[src/rtl/wb_arbiter.sv]
// rtl/wb_arbiter.sv - writeback arbiter: one result buffer per execution unit, one grant per cycle
// Optional feature macro: WB_ARB_RR_EN (round-robin grant; fixed lowest-index priority when undefined)

package wb_arbiter_pkg;

    typedef enum logic [1:0] {
        RF_GPR = 2'd0,
        RF_ROB = 2'd1,
        RF_FPR = 2'd2
    } RegType_t;

    typedef struct packed {
        RegType_t   rtype;
        logic [5:0] addr;
    } RegFile_t;

endpackage

module wb_arbiter
    import wb_arbiter_pkg::*;
#(
    parameter int REQ_NUM = 4,
    parameter int DATA    = 32
) (
    input  logic                              clk,
    input  logic                              reset,
    input  logic                              flush_,
    input  logic [REQ_NUM-1:0]                req_e_,
    input  RegFile_t [REQ_NUM-1:0]            req_rd,
    input  logic [REQ_NUM-1:0][DATA-1:0]      req_data,
    output logic [REQ_NUM-1:0]                exe_busy,
    output logic                              wb_e_,
    output RegFile_t                          wb_rd,
    output logic [DATA-1:0]                   wb_data,
    output logic [$clog2(REQ_NUM)-1:0]        wb_unit,
    output logic                              ovf
);

    localparam int UW = $clog2(REQ_NUM);

    logic [REQ_NUM-1:0] buf_valid;
    RegFile_t           buf_rd   [REQ_NUM];
    logic [DATA-1:0]    buf_data [REQ_NUM];

    logic               any_valid;
    logic [UW-1:0]      grant_idx;
    logic [REQ_NUM-1:0] grant_oh;
    logic [REQ_NUM-1:0] req_v;
    logic [REQ_NUM-1:0] capture;
    logic [REQ_NUM-1:0] overflow;

    assign any_valid = |buf_valid;

`ifdef WB_ARB_RR_EN
    // rr_ptr is the first index searched, i.e. one past the last grant
    logic [UW-1:0] rr_ptr;
    logic [UW-1:0] rr_cand;
    logic          found;

    always_comb begin
        grant_idx = '0;
        rr_cand   = '0;
        found     = 1'b0;
        for (int k = 0; k < REQ_NUM; k++) begin
            rr_cand = UW'((int'(rr_ptr) + k) % REQ_NUM);
            if (!found && buf_valid[rr_cand]) begin
                found     = 1'b1;
                grant_idx = rr_cand;
            end
        end
    end

    always_ff @(posedge clk or posedge reset) begin
        if (reset) begin
            rr_ptr <= '0;
        end else if (any_valid) begin
            rr_ptr <= (grant_idx == UW'(REQ_NUM - 1)) ? '0 : grant_idx + 1'b1;
        end
    end
`else
    // Descending scan so the lowest valid index is the last one written
    always_comb begin
        grant_idx = '0;
        for (int k = REQ_NUM - 1; k >= 0; k--) begin
            if (buf_valid[k]) begin
                grant_idx = UW'(k);
            end
        end
    end
`endif

    always_comb begin
        grant_oh = '0;
        for (int i = 0; i < REQ_NUM; i++) begin
            grant_oh[i] = any_valid && (grant_idx == UW'(i));
        end
    end

    assign req_v    = ~req_e_;
    assign exe_busy = buf_valid & ~grant_oh;
    assign overflow = req_v & exe_busy;
    // A buffer being drained this cycle may be reloaded in the same edge
    assign capture  = req_v & (~buf_valid | grant_oh) & {REQ_NUM{flush_}};

    always_ff @(posedge clk or posedge reset) begin
        if (reset) begin
            buf_valid <= '0;
        end else begin
            for (int i = 0; i < REQ_NUM; i++) begin
                if (!flush_) begin
                    buf_valid[i] <= 1'b0;
                end else if (capture[i]) begin
                    buf_valid[i] <= 1'b1;
                end else if (grant_oh[i]) begin
                    buf_valid[i] <= 1'b0;
                end
            end
        end
    end

    always_ff @(posedge clk) begin
        for (int i = 0; i < REQ_NUM; i++) begin
            if (capture[i]) begin
                buf_rd[i]   <= req_rd[i];
                buf_data[i] <= req_data[i];
            end
        end
    end

    always_ff @(posedge clk or posedge reset) begin
        if (reset) begin
            ovf <= 1'b0;
        end else if (|overflow) begin
            ovf <= 1'b1;
        end
    end

    always_comb begin
        wb_e_   = 1'b1;
        wb_rd   = '0;
        wb_data = '0;
        wb_unit = '0;
        if (any_valid) begin
            wb_e_   = 1'b0;
            wb_rd   = buf_rd[grant_idx];
            wb_data = buf_data[grant_idx];
            wb_unit = grant_idx;
        end
    end

endmodule

[config.mk]
export PLATFORM = sky130hd
export DESIGN_NAME = wb_arbiter
export DESIGN_NICKNAME = d
export VERILOG_FILES = /design/src/rtl/wb_arbiter.sv
export SDC_FILE = /design/constraint.sdc
export NUM_CORES = 1
export LEC_CHECK = 0
export BUFFER_PORTS_ARGS = -buffer_cell sky130_fd_sc_hd__buf_2
export CAP_MARGIN = 15
export CORE_ASPECT_RATIO = 1.2
export CORE_UTILIZATION = 50
export CTS_CLUSTER_SIZE = 14
export DETAILED_ROUTE_END_ITERATION = 10
export PLACE_DENSITY = 0.75
export SKIP_CTS_REPAIR_TIMING = 1
export SLEW_MARGIN = 20
export SYNTH_ARGS = -nofsm -noshare
export SYNTH_HDL_FRONTEND = slang
export SYNTH_SLANG_ARGS = --single-unit
[constraint.sdc]
create_clock -name clk -period 6.6 [get_ports clk]
set_input_delay 0.33 -clock clk [delete_from_list [all_inputs] [get_ports clk]]
set_output_delay 0.33 -clock clk [all_outputs]
set_load 0.02 [all_outputs]
==> results_tabular.tex <==
\begin{tabular}{lr}
\hline
Metric & Value \\
\hline
\multicolumn{2}{l}{\textbf{Clock tree}} \\
Clock input transition at the sequential cells of the worst setup and hold paths & 0.06 ns \\
Longest Clk Path Bufs & 2 \\
Num Clock Sinks & 165 \\
CTS H-tree depth & 4 \\
Clock tree from TritonCTS & built \\
Num CTS Buffers & 17 \\
Clock latency on the worst-skew pair & $\sim$0.41 ns \\
CTS Root Cell & sky130\_fd\_sc\_hd\_\_clkbuf\_16 \\
\multicolumn{2}{l}{\textbf{Die}} \\
Core area & approximately 0.013 mm2 \\
Horiz. Die Dim & approximately 110 um \\
Die height & around 130 um \\
Initial Utilization & 51.42\% \\
Top-level port count & around 220 \\
Die area & around 0.014 mm2 \\
FP Rows & 46 \\
\multicolumn{2}{l}{\textbf{Global routing}} \\
Maximum number of pins on one net before global-route repair & between 80 and 90 \\
Gr ovfl total & 0 \\
Global-route usage over all layers & around 21\% \\
Initial antenna violation count & 1 \\
Wire length of the first global-routing pass & 21900 um \\
Via count of the first global-routing pass & 4328 \\
\multicolumn{2}{l}{\textbf{Layout}} \\
Most common cell after layout, fill and taps aside & sky130\_fd\_sc\_hd\_\_buf\_2 \\
Most used cells in the layout excluding fill and tap cells & sky130\_fd\_sc\_hd\_\_buf\_2, sky130\_fd\_sc\_hd\_\_edfxtp\_1, sky130\_fd\_sc\_hd\_\_nand2\_1 \\
Number of nets in the final layout & about 760 \\
Share of cells above drive strength 1 & between 50\% and 60\% \\
Cell area after layout & about 0.0086 mm2 \\
Number of filler cells placed in the layout & about 1000 \\
Register cell area after layout & between 0.004 and 0.005 mm2 \\
Layout-stage area growth over the synthesis result & 25.27\% \\
Final standard cell count with taps included and fillers excluded & 778 \\
Area of the multi-input gates & approximately 0.0017 mm2 \\
\multicolumn{2}{l}{\textbf{Placement}} \\
Worst slack at placement & 3.996 ns \\
Cell area after placement & approximately 0.008 mm2 \\
Final weighted congestion in routability-driven placement & about 0.76 \\
\# port buffers & 213 \\
\# placed instances & approximately 740 \\
Post-DP HPWL & around 9700 um \\
\multicolumn{2}{l}{\textbf{Worst setup path}} \\
Endpoint required time on the critical path & between 6 and 7 ns \\
Setup crit start kind & register \\
Crit path arrival time & about 2.7 ns \\
Worst-path fanout max & 47 \\
Critical register-to-register path startpoint & buf\_valid[1] \\
Logic depth of the worst register-to-register path & 3 \\
Type of destination of the critical path & output pin \\
Slack of the worst reg-to-reg path & roughly 4.2 ns \\
Critical Setup Path Class & reg -> out \\
Reg-to-reg critical path endpoint & buf\_data[3][20] \\
\multicolumn{2}{l}{\textbf{Routing}} \\
DRC violations left & 0 \\
Number of vias per cell after detailed routing & approximately 5.4 \\
Average wire length per cell after detail routing & 19.07 um \\
Vias post-DR & roughly 4200 \\
Antenna violation net count after detailed routing & 0 \\
Drt first pass iters & 4 \\
Drt total wl & approximately 15000 um \\
Number of design-rule violations left by the first detailed-router iteration & roughly 170 \\
\multicolumn{2}{l}{\textbf{STA}} \\
Clock period minus final worst setup slack & between 3 and 4 ns \\
Maximum clock skew at final layout & about 0.0045 ns \\
Unrepaired setup endpoints after global routing & no \\
Max-slew violations & 0 \\
Slew at the pin with the worst max-slew slack & 1.125 ns \\
Final cycle utilization of the critical path & a little under half \\
Worst slew slack as a fraction of its limit & about a quarter \\
Endpoints failing setup & 0 \\
Final WS setup & approximately 3.6 ns \\
Timing-limited maximum frequency & $\sim$330 MHz \\
Setup Total Neg Slack & 0 ns \\
Final hold violation count & 0 \\
\multicolumn{2}{l}{\textbf{Run}} \\
Max Cap Violations & 0 \\
\multicolumn{2}{l}{\textbf{Yosys}} \\
Cell count after synthesis & roughly 380 \\
Sequential element share of the synthesized area & between 70\% and 80\% \\
Register bit total from synthesis & 165 \\
Synthesized Nets & 550 \\
Ys Warns & 0 \\
Mean area per synthesized cell & around 18 um2 \\
Library cells used by synthesis & 29 \\
Synthesized area & around 0.0068 mm2 \\
\multicolumn{2}{l}{\textbf{Worst hold path}} \\
Hold crit path type & in -> reg \\
WHS Path Cells & 1 \\
Endpoint of the worst hold-timing path & buf\_data[2][12] \\
Startpoint of the most critical hold path & req\_data[76] \\
\multicolumn{2}{l}{\textbf{Power}} \\
LEAKAGE & between 3 and 4 nW \\
Power Dens Cells & approximately 290 mW/mm2 \\
Maximum vdd drop & $\sim$0.18 mV \\
Post-route total power & 0.002476 W \\
\multicolumn{2}{l}{\textbf{Run status}} \\
Result of the run & complete, no violations \\
\hline
\end{tabular}
## layer usage
layer / global-route usage (%) / wire [um]
met5: 0 / 0
met4: 9.141 / 320
met3: 5.694 / 887
met2: 38.64 / 8061
met1: 23.88 / 5568
## registers in the layout (all words and copies together) (netlist names)
register	flops
buf_data	128
buf_rd	32
buf_valid	4
ovf	1
## final cells by class
cell class | count | area share, %
Sequential cell | 165 | 57.66
Multi-Input combinational cell | 184 | 19.46
Timing Repair Buffer | 222 | 13.41
Clock buffer | 22 | 5.186
Tap cell | 168 | 2.454
Clock inverter | 10 | 1.534
Inverter | 6 | 0.2630
Antenna cell | 1 | 0.02922
## critical path, stage by stage, from the launching register on
cell	delay, ns
sky130_fd_sc_hd__dfrtp_2	0.38
sky130_fd_sc_hd__buf_4	0.32
sky130_fd_sc_hd__and2b_4	0.89
sky130_fd_sc_hd__a221oi_2	0.13
sky130_fd_sc_hd__o31ai_2	0.30
sky130_fd_sc_hd__buf_2	0.21
## power by group
part | switching [W] | internal, W | leakage [nW]
logic | 0.000148 | 0.000115 | 1.45
registers | 0.0000340 | 0.00121 | 1.55
clock network | 0.000377 | 0.000592 | 0.273
total | 0.000558 | 0.00192 | 3.27
## cells in the mapped netlist
master,number,area share (%)
sky130_fd_sc_hd__buf_1,1,0.055
sky130_fd_sc_hd__a22o_1,1,0.13
sky130_fd_sc_hd__a21boi_0,1,0.11
sky130_fd_sc_hd__a21oi_1,2,0.15
sky130_fd_sc_hd__clkbuf_8,4,0.81
sky130_fd_sc_hd__o21a_1,3,0.33
sky130_fd_sc_hd__nor2b_1,41,3.8
sky130_fd_sc_hd__or2b_1,1,0.11
sky130_fd_sc_hd__o31ai_2,39,7.1
sky130_fd_sc_hd__buf_4,3,0.33
sky130_fd_sc_hd__conb_1,1,0.055
sky130_fd_sc_hd__o21ai_0,3,0.22
sky130_fd_sc_hd__nor2_1,3,0.16
sky130_fd_sc_hd__and2b_4,1,0.15
sky130_fd_sc_hd__buf_2,6,0.44
sky130_fd_sc_hd__nand2_1,41,2.3
sky130_fd_sc_hd__o21bai_1,1,0.11
sky130_fd_sc_hd__buf_12,4,1.2
sky130_fd_sc_hd__clkbuf_4,3,0.33
sky130_fd_sc_hd__edfxtp_1,160,70
sky130_fd_sc_hd__a221oi_2,39,8.6
sky130_fd_sc_hd__and2b_1,1,0.11
sky130_fd_sc_hd__a221o_1,1,0.15
sky130_fd_sc_hd__o31a_2,1,0.15
sky130_fd_sc_hd__nor3b_1,3,0.33
sky130_fd_sc_hd__dfrtp_1,5,1.8
sky130_fd_sc_hd__nor4_1,1,0.092
sky130_fd_sc_hd__inv_1,6,0.33
sky130_fd_sc_hd__clkbuf_1,7,0.38
## logic make-up after synthesis
| group | synth area share [%] |
|---|---|
| compound gates | 17.04 |
| buf+inv | 3.843 |
| flops | 72.11 |
| other cells | 0.05485 |
| simple gates | 6.955 |
## metrics by stage
stage	utilization (%)	hold WS (ns)
2_1_floorplan	-	0.1085
3_3_place_gp	59.84	0.2326
3_5_place_dp	59.84	0.2336
4_1_cts	64.17	-0.2109
5_1_grt	64.42	0.06479
6_report	64.42	0.08908
## worst max-delay path by stage
stage,startpoint,to,slack (ns),depth (start not counted)
2_1_floorplan,buf_valid[2],buf_data[2][0],2.16,4
3_3_place_gp,buf_valid[2],wb_data[6],4.04,5
6_report,buf_valid[2],wb_data[7],3.57,5
3_5_place_dp,buf_valid[2],wb_rd[4],4.00,5
4_1_cts,buf_valid[2],wb_rd[4],3.54,5
5_1_grt,buf_valid[2],wb_data[8],3.39,5
(Power assumes the default switching activity.)
